===== src/rtl/div_mult_unit.sv =====
// Multicycle signed multiply / restoring divide, one bit per clock, result to HI/LO.
// Optional macro DIVMULT_EARLY_OUT_EN: MULT stops once the remaining multiplier is zero.
module div_mult_unit #(
  parameter int WIDTH = 32
) (
  input  logic             clk,
  input  logic             reset,
  input  logic             start,
  input  logic             op,
  input  logic [WIDTH-1:0] a,
  input  logic [WIDTH-1:0] b,
  output logic [WIDTH-1:0] hi,
  output logic [WIDTH-1:0] lo,
  output logic             busy,
  output logic             done,
  output logic             zero_div_exception
);

  localparam int CW = $clog2(WIDTH) + 1;
  localparam logic [CW-1:0] LAST_ITER = CW'(WIDTH - 1);

  typedef enum logic [1:0] {
    S_IDLE = 2'd0,
    S_RUN  = 2'd1,
    S_DONE = 2'd2,
    S_EXC  = 2'd3
  } state_t;

  function automatic logic [WIDTH-1:0] abs_w(input logic [WIDTH-1:0] x);
    if (x[WIDTH-1]) begin
      abs_w = ~x + WIDTH'(1);
    end else begin
      abs_w = x;
    end
  endfunction

  state_t               state_q, state_d;
  logic [2*WIDTH-1:0]   opa_q, opa_d;    // MULT: shifting multiplicand; DIV: dividend/quotient in low half
  logic [WIDTH-1:0]     opb_q, opb_d;    // MULT: shifting multiplier; DIV: divisor
  logic [2*WIDTH-1:0]   acc_q, acc_d;    // MULT: product; DIV: remainder in low half
  logic [CW-1:0]        cnt_q, cnt_d;
  logic                 sgn_quot_q, sgn_quot_d;
  logic                 sgn_rem_q, sgn_rem_d;
  logic                 op_q, op_d;
  logic [WIDTH-1:0]     hi_q, hi_d;
  logic [WIDTH-1:0]     lo_q, lo_d;
  logic                 busy_q, busy_d;
  logic                 done_q, done_d;
  logic                 zex_q, zex_d;

  logic [2*WIDTH-1:0]   mult_sum;
  logic [2*WIDTH-1:0]   mult_res;
  logic                 mult_last;
  logic [WIDTH:0]       div_shift;
  logic [WIDTH:0]       div_diff;
  logic [WIDTH-1:0]     div_rem;
  logic [WIDTH-1:0]     div_quot;

  // State and datapath registers
  always_ff @(posedge clk or negedge reset) begin
    if (!reset) begin
      state_q    <= S_IDLE;
      opa_q      <= {(2*WIDTH){1'b0}};
      opb_q      <= {WIDTH{1'b0}};
      acc_q      <= {(2*WIDTH){1'b0}};
      cnt_q      <= {CW{1'b0}};
      sgn_quot_q <= 1'b0;
      sgn_rem_q  <= 1'b0;
      op_q       <= 1'b0;
      hi_q       <= {WIDTH{1'b0}};
      lo_q       <= {WIDTH{1'b0}};
      busy_q     <= 1'b0;
      done_q     <= 1'b0;
      zex_q      <= 1'b0;
    end else begin
      state_q    <= state_d;
      opa_q      <= opa_d;
      opb_q      <= opb_d;
      acc_q      <= acc_d;
      cnt_q      <= cnt_d;
      sgn_quot_q <= sgn_quot_d;
      sgn_rem_q  <= sgn_rem_d;
      op_q       <= op_d;
      hi_q       <= hi_d;
      lo_q       <= lo_d;
      busy_q     <= busy_d;
      done_q     <= done_d;
      zex_q      <= zex_d;
    end
  end

  // One shift-add / restoring-subtract step on the current registers
  always_comb begin
    mult_sum = acc_q + (opb_q[0] ? opa_q : {(2*WIDTH){1'b0}});
    if (sgn_quot_q) begin
      mult_res = {(2*WIDTH){1'b0}} - mult_sum;
    end else begin
      mult_res = mult_sum;
    end
`ifdef DIVMULT_EARLY_OUT_EN
    mult_last = (cnt_q == LAST_ITER) || (opb_q[WIDTH-1:1] == {(WIDTH-1){1'b0}});
`else
    mult_last = (cnt_q == LAST_ITER);
`endif
    // Remainder < divisor <= 2^(W-1), so the shifted value never reaches bit W
    div_shift = {acc_q[WIDTH-1:0], opa_q[WIDTH-1]};
    div_diff  = div_shift - {1'b0, opb_q};
    if (div_diff[WIDTH]) begin
      div_rem = div_shift[WIDTH-1:0];
    end else begin
      div_rem = div_diff[WIDTH-1:0];
    end
    div_quot = {opa_q[WIDTH-2:0], ~div_diff[WIDTH]};
  end

  // Next-state and output decode
  always_comb begin
    state_d    = state_q;
    opa_d      = opa_q;
    opb_d      = opb_q;
    acc_d      = acc_q;
    cnt_d      = cnt_q;
    sgn_quot_d = sgn_quot_q;
    sgn_rem_d  = sgn_rem_q;
    op_d       = op_q;
    hi_d       = hi_q;
    lo_d       = lo_q;
    busy_d     = 1'b0;
    done_d     = 1'b0;
    zex_d      = 1'b0;
    case (state_q)
      S_IDLE: begin
        if (start) begin
          if (op && (b == {WIDTH{1'b0}})) begin
            state_d = S_EXC;
            zex_d   = 1'b1;
          end else begin
            state_d    = S_RUN;
            busy_d     = 1'b1;
            opa_d      = {{WIDTH{1'b0}}, abs_w(a)};
            opb_d      = abs_w(b);
            acc_d      = {(2*WIDTH){1'b0}};
            cnt_d      = {CW{1'b0}};
            sgn_quot_d = a[WIDTH-1] ^ b[WIDTH-1];
            sgn_rem_d  = a[WIDTH-1];
            op_d       = op;
          end
        end else begin
          state_d = S_IDLE;
        end
      end
      S_RUN: begin
        busy_d = 1'b1;
        cnt_d  = cnt_q + CW'(1);
        if (!op_q) begin
          opa_d = opa_q << 1;
          opb_d = opb_q >> 1;
          acc_d = mult_sum;
          if (mult_last) begin
            state_d = S_DONE;
            busy_d  = 1'b0;
            done_d  = 1'b1;
            hi_d    = mult_res[2*WIDTH-1:WIDTH];
            lo_d    = mult_res[WIDTH-1:0];
          end else begin
            state_d = S_RUN;
          end
        end else begin
          opa_d = {{WIDTH{1'b0}}, div_quot};
          acc_d = {{WIDTH{1'b0}}, div_rem};
          if (cnt_q == LAST_ITER) begin
            state_d = S_DONE;
            busy_d  = 1'b0;
            done_d  = 1'b1;
            lo_d    = sgn_quot_q ? ({WIDTH{1'b0}} - div_quot) : div_quot;
            hi_d    = sgn_rem_q ? ({WIDTH{1'b0}} - div_rem) : div_rem;
          end else begin
            state_d = S_RUN;
          end
        end
      end
      S_DONE:  state_d = S_IDLE;
      S_EXC:   state_d = S_IDLE;
      default: state_d = S_IDLE;
    endcase
  end

  assign hi                 = hi_q;
  assign lo                 = lo_q;
  assign busy               = busy_q;
  assign done               = done_q;
  assign zero_div_exception = zex_q;

endmodule


===== config.mk =====
export PLATFORM = sky130hd
export DESIGN_NAME = div_mult_unit
export DESIGN_NICKNAME = d
export VERILOG_FILES = /design/src/rtl/div_mult_unit.sv
export SDC_FILE = /design/constraint.sdc
export NUM_CORES = 1
export LEC_CHECK = 0
export CAP_MARGIN = 10
export CORE_UTILIZATION = 32
export DETAILED_ROUTE_END_ITERATION = 16
export PLACE_DENSITY_LB_ADDON = 0.15
export REMOVE_ABC_BUFFERS = 1
export SYNTH_ARGS = -nofsm -noshare
export SYNTH_HDL_FRONTEND = slang
export SYNTH_SLANG_ARGS = --single-unit

===== constraint.sdc =====
create_clock -name clk -period 10.1 [get_ports clk]
set_clock_uncertainty 0.2 [all_clocks]
set_input_delay 3.03 -clock clk [delete_from_list [all_inputs] [get_ports clk]]
set_output_delay 3.03 -clock clk [all_outputs]
set_load 0.005 [all_outputs]

* After elaboration in Yosys (flattened, before gate mapping)
Cells that the tools add are included.
Operators by class: $add $sub $neg 8, $mul 0, div/mod/pow operators 0, $lt $le $gt $ge 0, equal/unequal tests 7, shift-type cells 0, muxes and demuxes 41, bitwise gates (word level) 5, reductions and logical operators 9
Operators by type and width (count):
- $mux W64 | 8
- $mux W32 | 14
- $pmux W64 S2 | 2
- $add A32 B1 Y32 const B | 2
- $add A64 B64 Y64 | 1
- $not A32 Y32 | 2
- $pmux W32 S2 | 1
- $sub A1 B32 Y32 const A | 2
- $sub A1 B64 Y64 const A | 1
- $sub A33 B32 Y33 | 1
- $logic_not A32 Y1 | 1
- $mux W6 | 2
- $pmux W6 S2 | 1
- $mux W1 | 8
- $add A6 B1 Y6 const B | 1
- $eq A6 B5 Y1 const B | 1
- $mux W2 | 3
- $ne A2 B2 Y1 const B | 3
- $pmux W2 S3 | 1
- $reduce_and A3 Y1 | 2
- $eq A2 B2 Y1 const B | 2
- $reduce_and A4 Y1 | 1
- $eq A2 B1 Y1 const B | 1
- $logic_not A2 Y1 | 1
- 7 further kinds | 8
Word-level totals: register bits 238, latch bits 0, RAM bits 0, ROM bits 0, output and inout port bits 67, logic and storage cells 83, memories 0

* Longest topological paths before layout
Gate-level depths: netlist of run 1.
depth in word-level cells 6, gate-level depth with buffers 27

* Least setup slack after synthesis of run 1
OpenSTA, ideal clock, no wires.
path type input -> register, start input b[2], end register opb_q[10], setup time 0.133 ns, data arrival time 6.205 ns, data required time 9.767 ns, slack 3.562 ns, stages 12, path buffers 2, cell sequence nor4_2 nand3_1 or3_1 or4_1 or3_1 or3_1 nand4bb_1 nor2b_1 buf_2 nor2_4 clkbuf_1 o21ai_0
Between the ends: cells in the longest elaborated chain, start to end 6
RTL lines:
- start: declaration | RTL line 11 | input logic [WIDTH-1:0] b,
- $not A32 Y32 | RTL line 31 | abs_w = ~x + WIDTH'(1);
- $add A32 B1 Y32 | RTL line 31
- $mux W32 | RTL line 30 | if (x[WIDTH-1]) begin
- $mux W32 | RTL line 134 | if (op && (b == {WIDTH{1'b0}})) begin
- $mux W32 | RTL line 133 | if (start) begin
- $pmux W32 S2 | RTL line 131 | case (state_q)
- end signal: assignment | RTL line 64 | opb_q <= {WIDTH{1'b0}};
- end signal: assignment | RTL line 78 | opb_q <= opb_d;
- end: declaration | RTL line 39 | logic [WIDTH-1:0] opb_q, opb_d;
Several ways; a longest one is shown, not always the timed one. The select of a mux whose other input is x is not followed. A chain may end at the register's enable or synchronous reset.

* Worst setup path after layout of run 1
start input b[2], end register acc_q[46]
Between the ends: cells in the longest elaborated chain, start to end 4
RTL lines:
- $logic_not A32 Y1 | RTL line 134
- $logic_and A1 B1 Y1 | RTL line 134
- $ne A2 B2 Y1 (no source line)
- $reduce_and A3 Y1 (no source line)
- end signal: assignment | RTL line 65 | acc_q <= {(2*WIDTH){1'b0}};
- end: declaration | RTL line 40 | logic [2*WIDTH-1:0] acc_q, acc_d;
No other way between the ends.

==> metrics.md, run 1 <==
| Metric | Value |
|---|---|
| Syn Inst Count | `just under 3,000` |
| Final core utilization | `between 30% and 40%` |
| Crit Path Category | `in -> reg` |
| Total core area | `about 0.068 mm^2` |
| Root Buffer | `clkbuf_16` |
| Initial core utilization | `32.6%` |
| Rel. slew slack | `a little under a quarter` |
| Placed wire-length estimate | `between 60,000 and 70,000 um` |
| Die width | `between 200 and 300 um` |
| Clock Power Share | `~14%` |
| FF+latch count, synth | `approximately 240` |
| Synth Flop Type | `dfrtp_1` |
| CP Capture Type | `register` |
| Combinational share of power | `between 60 and 70%` |
| Site Rows | `between 90 and 100` |
| Sw Ratio | `~52%` |
| RSZ-0062 raised after global routing | `no` |
| Mapped Area | `between 0.02 and 0.025 mm^2` |
| Worst hold-check path type | `reg -> reg` |
| Drt drc | `0` |
| Worst R2R End | `hi[25]` |
| Pin count of the biggest net entering global routing | `just over 100` |
| Area after DPL | `~0.024 mm^2` |
| Setup bufs post-CTS | `0` |
| Hold_sp | `hi[14]` |
| H-tree depth | `1` |
| Seq pwr share | `19.5%` |
| Vias in the first global route | `between 20,000 and 25,000` |
| CP required | `around 10 ns` |
| Final setup vio count | `0` |
| Hold Crit Depth | `2` |
| Hold endpoint | `hi[14]` |
| Final WL | `84,800 um` |
| FF-to-FF Start | `opb_q[0]` |
| Asr flop ratio synth | `100%` |
| Die height | `265 um` |
| Power consumption | `roughly 8.7 mW` |
| Hold Buf Count CTS | `0` |
| Arrival @ worst endpoint | `just under 8 ns` |
| Net Switching | `4.57 mW` |
| Yosys Warn Count | `0` |
| Vias/cell | `around 5.8` |
| P_int | `approximately 4.2 mW` |
| Crit-path slowest cell | `or2_4` |
| Number of flops mapped to enable cells by yosys | `0` |
| Remaining antenna violation count after routing | `0` |
| Hold Fails Final Rpt | `0` |
| Grt ovf | `0` |
| Via count | `roughly 22,000` |
| Global-route wire length before repair | `approximately 130,000 um` |
| Synth unique cells | `a little under 100` |
| Reg2Reg Setup Slack | `about 3.3 ns` |
| Post-cts sizing count | `0` |
| RD Place Congestion | `approximately 0.94` |
| Antenna violations before repair | `4` |
| Slew Viols, Final | `0` |
| Clock-pin slew on the worst setup and hold paths | `approximately 0.060 ns` |
| Share of layout cells above drive strength 1 | `under 10%` |
| FMAX | `about 130 MHz` |
| R2R cell count | `16` |
| Drt wl/cell | `around 22 um` |
| Crit-path most repeated cell | `or3_1` |
| Clock Sinks | `238` |
| LEAKAGE | `around 10 nW` |
| Status | `finished clean` |
| Post-route clock period utilization | `around 75%` |
| VDD IR-drop max | `between 200 and 250 uV` |
| Area growth from synthesis to layout | `13.9%` |
| Setup crit start kind | `input pin` |
| Final instance area | `between 0.02 and 0.03 mm^2` |
| Hold Slack | `about 0.27 ns` |
| N_diodes | `0` |
| Pwr per Cell Area | `roughly 350 mW/mm^2` |
| Fin crit period | `between 7 and 8 ns` |
| CTS max path bufs | `3` |
| Cells along the critical path | `clkdlybuf4s50_1 > nor4_2 > nand3_1 > or3_1 > or4_1 > or3_1 > or3_1 > nand4bb_1 > a21oi_1 > or2_4 > buf_12 > nand2_1 > o21ai_0` |
| Drt first pass iters | `7` |
| DRT iter0 DRCs | `1,858` |
| Crit path largest cell delay | `between 0.5 and 0.6 ns` |
| Final-stage net count | `3,078` |
| Clk_lat worst skew | `roughly 0.6 ns` |
| Mapped Avg Cell Area | `approximately 7.7 um^2` |
| Max Cap Violations | `0` |
| Final TNS setup | `0 ns` |
| # fillers | `slightly above 7,000` |
| Total CTS buffers | `30` |
| CTS tree | `done` |
| GRT Util Overall | `23.7%` |
| Total die area | `about 0.070 mm^2` |
| Io pins | `135` |
| Slew @ Worst Pin | `roughly 1.1 ns` |
| Register area share after synthesis | `27.0%` |
| CP max FO | `74` |
| IO Port Bufs | `134` |
per-stage QoR:
step / setup slack (ns) / instances
after floorplan: 2.58 / 2711
after global placement: 1.98 / 3747
after detailed placement: 1.80 / 3747
after CTS: 2.46 / 3803
after global routing: 2.17 / 3803
final: 2.50 / 3803
cell families (layout without fill, tap and decap cells):
logic type               after synthesis  after routing  share of synthesized area, %
AO/OA/AOI/OAI                        962            962                          27.8
XOR/XNOR                             235            235                          9.32
adder cells (fa/ha/maj)              104            104                          5.96
buffers and inverters                257            300                          4.74
flip-flops                           238            238                          27.0
multiplexers                          50             50                          2.33
AND/OR/NAND/NOR                     1041           1041                          22.9
synthesized netlist by cell type (all sizes together), types with 48 or more instances:
cell type / n / area [um^2]
a21oi: 215 / 1080
a22o: 60 / 526
and2: 85 / 532
buf: 49 / 260
clkbuf: 127 / 483
dfrtp: 238 / 5960
ha: 102 / 1280
inv: 80 / 300
nand2: 380 / 1430
nand3: 50 / 250
nor2: 217 / 822
nor3: 48 / 252
o21ai: 330 / 1650
o31ai: 56 / 425
or3: 58 / 368
xnor2: 122 / 1070
xor2: 113 / 990
registers in the layout (all words and copies together) (netlist names), 2 cells and up:
name	cells
cnt_q	6
lo	32
acc_q	64
state_q	2
hi	32
opa_q	64
opb_q	32
power groups by stage:
stage	registers (mW)	clock network, mW	logic [mW]
finish	1.70	1.22	5.82
global placement	1.72	0	5.72
global route	1.74	1.29	6.39
floorplan	1.61	0	3.85
detailed placement	1.72	0	5.78
CTS	1.71	1.25	5.80
placed cells by master, fill, tap and decap left out, types with 25 or more instances in the layout:
cell type / netlist / layout
ha_1: 102 / 102
dfrtp_1: 238 / 236
nor3_1: 47 / 47
clkbuf_16: 0 / 31
buf_4: 8 / 28
nand3_1: 50 / 50
xnor2_1: 122 / 122
inv_1: 80 / 80
or4_1: 25 / 25
nand4_1: 42 / 42
nor2_1: 216 / 215
a21oi_1: 213 / 213
clkdlybuf4s50_1: 0 / 133
nand2_1: 380 / 380
o31ai_1: 55 / 55
a21o_1: 39 / 39
mux2i_1: 39 / 39
xor2_1: 113 / 113
a22o_1: 60 / 60
or3_1: 57 / 56
and2_1: 84 / 83
o21ai_0: 310 / 310
layout make-up:
type	instances	area, um^2	share of cell area [%]
inverters	81	304	1.21
repair buffers	163	1580	6.26
multi-input cells	2392	15100	60.1
clock buffers	39	886	3.52
well taps	873	1090	4.34
clock inverters	17	228	0.905
flip-flops and latches	238	5960	23.7
worst max-delay path: cells and delay by family:
| kind | cells | cell delay [ns] |
|---|---|---|
| buffers and inverters | 2 | 0.88 |
| and+or+nand+nor | 9 | 3.45 |
| AOI/OAI and AO/OA | 2 | 0.46 |
worst max path at each step:
stage	from	to	depth (start not counted)
global placement	b[2]	opa_q[36]	12
detailed placement	b[2]	acc_q[46]	13
global route	b[2]	acc_q[40]	13
CTS	b[2]	acc_q[40]	13
floorplan	b[2]	opa_q[31]	11
finish	b[2]	acc_q[46]	13
metal layers:
layer / share of wire, % / track usage [%]
met5: 0 / 0
met2: 48 / 40.7
met1: 43 / 30.2
met3: 5.6 / 3.68
met4: 3.5 / 7.39
No activity file was read; power rests on OpenSTA's default activity.
==> run 2, diff against run 1 <==
==> constraint.sdc (replaced) <==
create_clock -name clk -period 6.5 [get_ports clk]
set_clock_uncertainty 0.2 [all_clocks]
set_input_delay 1.95 -clock clk [delete_from_list [all_inputs] [get_ports clk]]
set_output_delay 1.95 -clock clk [all_outputs]
set_load 0.005 [all_outputs]
==> run 2 against run 1 <==
Flip-flop and latch count is the same. Sequential power rose by 58%. Die area stayed put. First-iteration DRC count fell by 11%. Utilization up 0.71 points. Cell count grew 1.4%. Total power is 59% higher. Highest routed layer is now met5. Sequential share of layout area is 0.44 points lower.
==> metrics.md, run 2 (synthesis gave the netlist of run 1 again) <==
| Metric | Value |
|---|---|
| Drt drc | `0` |
| Final-stage net count | `roughly 3,100` |
| Antenna violations before repair | `1` |
| Fin crit period | `between 6 and 7 ns` |
| Combinational share of power | `66.9%` |
| Power consumption | `13.9 mW` |
| Drt wl/cell | `approximately 22 um` |
| GRT Util Overall | `about a quarter` |
| Total core area | `a little under 0.07 mm^2` |
| Arrival @ worst endpoint | `approximately 6.4 ns` |
| Rel. slew slack | `around a quarter` |
| Site Rows | `95` |
| Seq pwr share | `about a fifth` |
| Post-route clock period utilization | `roughly 95%` |
| DP Worst Slack | `between 0.02 and 0.025 ns` |
| Die height | `around 260 um` |
| Die width | `265 um` |
| Final core utilization | `37.9%` |
| Slew Viols, Final | `0` |
| Root Buffer | `clkbuf_16` |
| Hold Buf Count CTS | `0` |
| Post-cts sizing count | `0` |
| CP Capture Type | `register` |
| Final cell count without fillers | `slightly below 4,000` |
| Most frequent cells in the layout | `nand2_1 (380), o21ai_0 (310), dfrtp_1 (236), nor2_1 (215), a21oi_1 (213)` |
| Via count | `about 22,000` |
| VDD IR-drop max | `369 uV` |
| P_int | `6.67 mW` |
| RD Place Congestion | `around 0.96` |
| Share of layout cells above drive strength 1 | `6.43%` |
| Clk_lat worst skew | `approximately 0.56 ns` |
| Pin count of the biggest net entering global routing | `108` |
| LEAKAGE | `roughly 11 nW` |
| # fillers | `7,101` |
| Initial core utilization | `32.6%` |
| Crit Path Category | `reg -> reg` |
| Global-route wire length before repair | `around 130,000 um` |
| H-tree depth | `2` |
| Remaining antenna violation count after routing | `0` |
| Grt ovf | `0` |
| Clock Sinks | `approximately 240` |
| N_diodes | `0` |
| PnR worst setup slack | `0.353 ns` |
| Most common cell after layout, fill and taps aside | `nand2_1` |
| Sw Ratio | `between 50% and 60%` |
| Worst hold-check path type | `reg -> reg` |
| Registers with the most flip-flops | `acc_q (64), opa_q (64)` |
| Hold Fails Final Rpt | `0` |
| Setup bufs post-CTS | `0` |
| Pwr per Cell Area | `~540 mW/mm^2` |
| Drt first pass iters | `5` |
| CP max FO | `8` |
| DRT iter0 DRCs | `approximately 1,600` |
| Vias in the first global route | `21,800` |
| FMAX | `~160 MHz` |
| Final WL | `between 80,000 and 90,000 um` |
| Clock-pin slew on the worst setup and hold paths | `roughly 0.060 ns` |
| Status | `finished clean` |
| Max Cap Violations | `0` |
| Setup crit start kind | `register` |
| Final setup vio count | `0` |
| CP required | `6.73 ns` |
| Placed wire-length estimate | `approximately 68,000 um` |
| Io pins | `between 100 and 150` |
| Net Switching | `between 7 and 8 mW` |
| Area growth from synthesis to layout | `16.1%` |
| Total CTS buffers | `34` |
| IO Port Bufs | `134` |
| CTS tree | `done` |
| Vias/cell | `5.77` |
| RSZ-0062 raised after global routing | `no` |
| Placed insts | `approximately 3,800` |
| Total die area | `around 0.07 mm^2` |
| Clock Power Share | `~14%` |
| CTS max path bufs | `3` |
| Slew @ Worst Pin | `roughly 1.1 ns` |
-- run 2: cell count changes in the layout (fill, tap and decap cells not counted), moves of 2 or more --
| cell | change |
|---|---|
| clkinv_8 | +2 |
| clkinv_2 | -6 |
| clkbuf_1 | +7 |
| clkbuf_16 | +4 |
| bufinv_16 | -3 |
| buf_12 | +5 |
| buf_4 | +47 |
-- run 2: stage by stage --
step                instance area, um^2  TNS (ns)  hold WS, ns
floorplan                         21400     -3.52        0.256
global placement                  24500         0        0.257
detailed placement                24500         0        0.256
CTS                               25600         0        0.269
global route                      25600         0        0.297
finish                            25600         0        0.265
-- run 2: worst paths after layout --
kind                       cells after the start  slack (ns)  startpoint   endpoint
hold / removal                                 2        0.26      hi[14]     hi[14]
setup / recovery                              23        0.35   opa_q[31]     hi[22]
hold reg to reg                                2        0.26      hi[14]     hi[14]
min in group asynchronous                      1        1.17       reset  acc_q[58]
setup reg to reg                              23        0.35   opa_q[31]     hi[22]
max in group asynchronous                      2        3.83       reset   opb_q[5]
-- run 2: power groups by stage --
stage,clock (mW),combinational [mW],sequential [mW]
after floorplan,0,5.98,2.49
after global placement,0,9.07,2.69
after detailed placement,0,9.17,2.70
after CTS,1.96,9.23,2.68
after global routing,2.02,10.2,2.74
final,1.91,9.27,2.68
-- run 2: critical path: stages, from the launching register on --
cell and delay [ns]:
dfrtp_1 0.40, clkinvlp_4 0.21, ha_1 0.21, inv_1 0.06, fa_1 0.44, a211oi_2 0.28
o21ai_1 0.19, o211a_1 0.29, o311a_1 0.33, or3_4 0.37, and2_2 0.28, inv_1 0.13
nor2_1 0.05, a21oi_1 0.18, ha_1 0.30, nand2_1 0.07, nor2_1 0.25, a31oi_1 0.25
nand3b_1 0.31, or3_1 0.41, nand2_1 0.11, xor2_1 0.22, o21ai_0 0.10, or3b_1 0.38
-- run 2: routing by layer --
metal | GRT usage, % | up-vias | wire length (um)
met5 | 0 | - | 9
met4 | 7.51 | 2 | 2560
met3 | 3.09 | 122 | 4180
met2 | 40.7 | 565 | 41000
met1 | 31.6 | 10900 | 37600
li1 | - | 10700 | -
-- run 2: area by class of cell --
cell class | instances | area (um^2) | area share [%]
Timing Repair Buffer | 215 | 2030 | 7.91
Sequential cell | 238 | 5960 | 23.2
Multi-Input combinational cell | 2392 | 15100 | 59.0
Inverter | 81 | 308 | 1.20
Clock buffer | 50 | 1010 | 3.95
Tap cell | 873 | 1090 | 4.26
Clock inverter | 8 | 125 | 0.488
==> run 3, diff against run 2 <==
--- a/config.mk
+++ b/config.mk
@@ -6,7 +6,7 @@
 export NUM_CORES = 1
 export LEC_CHECK = 0
 export CAP_MARGIN = 10
-export CORE_UTILIZATION = 32
+export CORE_UTILIZATION = 30
 export DETAILED_ROUTE_END_ITERATION = 16
 export PLACE_DENSITY_LB_ADDON = 0.15
 export REMOVE_ABC_BUFFERS = 1
==> run 3 against run 2 <==
First-iteration DRC count up 14%. Critical path depth decreased by 1. Register-to-register slack lost 0.03 ns. Clock-buffer cell count is 14 lower. Largest cell class unchanged.
==> metrics.md, run 3 (synthesis gave the netlist of run 1 again) <==
| Metric | Value |
|---|---|
| Status | `finished clean` |
| CP Capture Type | `register` |
| Clk_lat worst skew | `around 0.61 ns` |
| Crit Path Category | `reg -> reg` |
| Antenna violations before repair | `1` |
| Seq pwr share | `about a fifth` |
| Clock Power Share | `a little over an eighth` |
| Rel. slew slack | `roughly 25%` |
| Via count | `22,100` |
| Root Buffer | `clkbuf_16` |
| Worst hold-check path type | `reg -> reg` |
| Final WL | `about 87,000 um` |
| Most frequent cells in the layout | `nand2_1 (380), o21ai_0 (309), dfrtp_1 (236), nor2_1 (215), a21oi_1 (213)` |
| # fillers | `about 7,700` |
| Slew @ Worst Pin | `1.11 ns` |
| Drt drc | `0` |
| Placed wire-length estimate | `about 70,000 um` |
| Drt wl/cell | `between 20 and 25 um` |
| Hold Slack | `approximately 0.28 ns` |
| Pin count of the biggest net entering global routing | `between 100 and 150` |
| Slew Viols, Final | `0` |
| Cells along the critical path | `inv_2 > ha_1 > inv_1 > fa_1 > a211oi_2 > o21ai_1 > o211a_1 > o311a_1 > or3_4 > and2_2 > buf_4 > mux2i_1 > ha_1 > nand2_1 > nor2_1 > a31oi_1 > nand3b_1 > or3_1 > nand2_1 > xor2_1 > o21ai_0 > or3b_1` |
| Max Cap Violations | `0` |
| Drt first pass iters | `7` |
| Placed insts | `3,890` |
| Die width | `between 200 and 300 um` |
| VDD IR-drop max | `278 uV` |
| Total CTS buffers | `30` |
| Clock Sinks | `between 200 and 250` |
| H-tree depth | `1` |
| CTS tree | `done` |
| FMAX | `162 MHz` |
| Arrival @ worst endpoint | `about 6.5 ns` |
| Combinational share of power | `between 60% and 70%` |
| Crit path largest cell delay | `~0.44 ns` |
| Clock-pin slew on the worst setup and hold paths | `0.06 ns` |
| LEAKAGE | `10.6 nW` |
| Remaining antenna violation count after routing | `0` |
| IO Port Bufs | `around 130` |
| Global-route wire length before repair | `roughly 130,000 um` |
| P_int | `6.60 mW` |
| Vias/cell | `roughly 5.6` |
| Final cell count without fillers | `just under 4,000` |
| Multi-input gate area | `0.0151 mm^2` |
| Final core utilization | `around a third` |
| Site Rows | `99` |
| DRT iter0 DRCs | `between 1,500 and 2,000` |
| Pwr per Cell Area | `about 540 mW/mm^2` |
| RSZ-0062 raised after global routing | `no` |
| Final-stage net count | `between 3,000 and 4,000` |
| Sw Ratio | `a little over half` |
| Most common cell after layout, fill and taps aside | `nand2_1` |
| Setup bufs post-CTS | `0` |
| CP max FO | `14` |
| Grt ovf | `0` |
| Io pins | `roughly 140` |
| Share of layout cells above drive strength 1 | `6.63%` |
| CTS max path bufs | `3` |
| Setup crit start kind | `register` |
| CP required | `6.78 ns` |
| Sequential cell area | `0.00596 mm^2` |
| Die height | `around 270 um` |
| N_diodes | `0` |
| Fin crit period | `between 6 and 7 ns` |
| Initial core utilization | `a little under a third` |
| GRT Util Overall | `22.8%` |
| RD Place Congestion | `0.954` |
| Total die area | `0.0747 mm^2` |
| Final setup vio count | `0` |
| Hold Fails Final Rpt | `0` |
| Net Switching | `approximately 7.3 mW` |
| Post-route clock period utilization | `between 90% and 100%` |
| Crit-path slowest cell | `fa_1` |
| Vias in the first global route | `around 22,000` |
| Registers with the most flip-flops | `acc_q (64), opa_q (64)` |
| Total core area | `0.0730 mm^2` |
| Area growth from synthesis to layout | `16.1%` |
==> run 3: changes by cell type in the layout (fill, tap and decap cells not counted), moves of 2 or more <==
cell       before  now
clkinv_2        0    9
buf_4          75   83
clkbuf_8        8    1
clkbuf_16      35   31
buf_12          6    3
bufinv_16       2    5
clkbuf_1        7    4
clkinv_8        2    0
==> run 3: metal layers <==
layer / vias up / global-route usage, % / wire [um]
met5: - / 0 / 9
met4: 2 / 5.87 / 2370
met3: 113 / 2.25 / 3570
met2: 498 / 39.5 / 42300
met1: 10900 / 30.1 / 38800
li1: 10700 / - / -
==> run 3: path summary, 6_finish.rpt <==
path                       startpoint         to  slack, ns  cells after the start
setup / recovery            opa_q[31]     hi[22]       0.32                     22
hold / removal                 hi[14]     hi[14]       0.28                      2
setup reg to reg            opa_q[31]     hi[22]       0.32                     22
hold reg to reg                hi[14]     hi[14]       0.28                      2
max in group asynchronous       reset   opa_q[9]       3.98                      2
min in group asynchronous       reset  opa_q[60]       1.06                      1
==> run 3: power by group through the flow <==
| stage | Clock (mW) | Sequential (mW) | Combinational [mW] |
|---|---|---|---|
| finish | 1.82 | 2.65 | 9.42 |
| global route | 1.92 | 2.71 | 10.3 |
| CTS | 1.88 | 2.66 | 9.40 |
| detailed placement | 0 | 2.68 | 9.36 |
| global placement | 0 | 2.67 | 9.27 |
| floorplan | 0 | 2.49 | 5.98 |
==> run 3: layout make-up <==
type | count | share of cell area, %
sequential | 238 | 23.2
multi-input combinational | 2392 | 58.9
clock inverter | 19 | 0.931
inverter | 81 | 1.18
clock buffer | 36 | 3.14
tap | 959 | 4.68
timing repair buffer | 220 | 7.91
==> run 3: metrics by stage <==
step | total power, mW | cell area [um^2] | setup TNS, ns | worst slack (ns)
3_5_place_dp | 12.0 | 24600 | -0.222 | -0.0253
5_1_grt | 15.0 | 25700 | 0 | 0.0276
6_report | 13.9 | 25700 | 0 | 0.319
4_1_cts | 13.9 | 25700 | 0 | 0.106
3_3_place_gp | 11.9 | 24600 | 0 | 0.0525
2_1_floorplan | 8.48 | 21400 | -3.52 | -0.608
==> run 3: critical path, delay by kind of cell (launching register included) <==
| family | cells | cell delay, ns |
|---|---|---|
| buffers and inverters | 3 | 0.44 |
| and+or+nand+nor | 8 | 2.16 |
| adders and majority gates | 3 | 0.94 |
| AOI/OAI and AO/OA | 6 | 1.39 |
| xor gates and xnor gates | 1 | 0.25 |
| muxes | 1 | 0.26 |
| DFF | 1 | 0.41 |
==> run 3: timing repair <==
action | in CTS | in global routing
hold buffers | 0 | 0
endpoints found under the setup margin | 0 | 6
resized for setup | 0 | 3
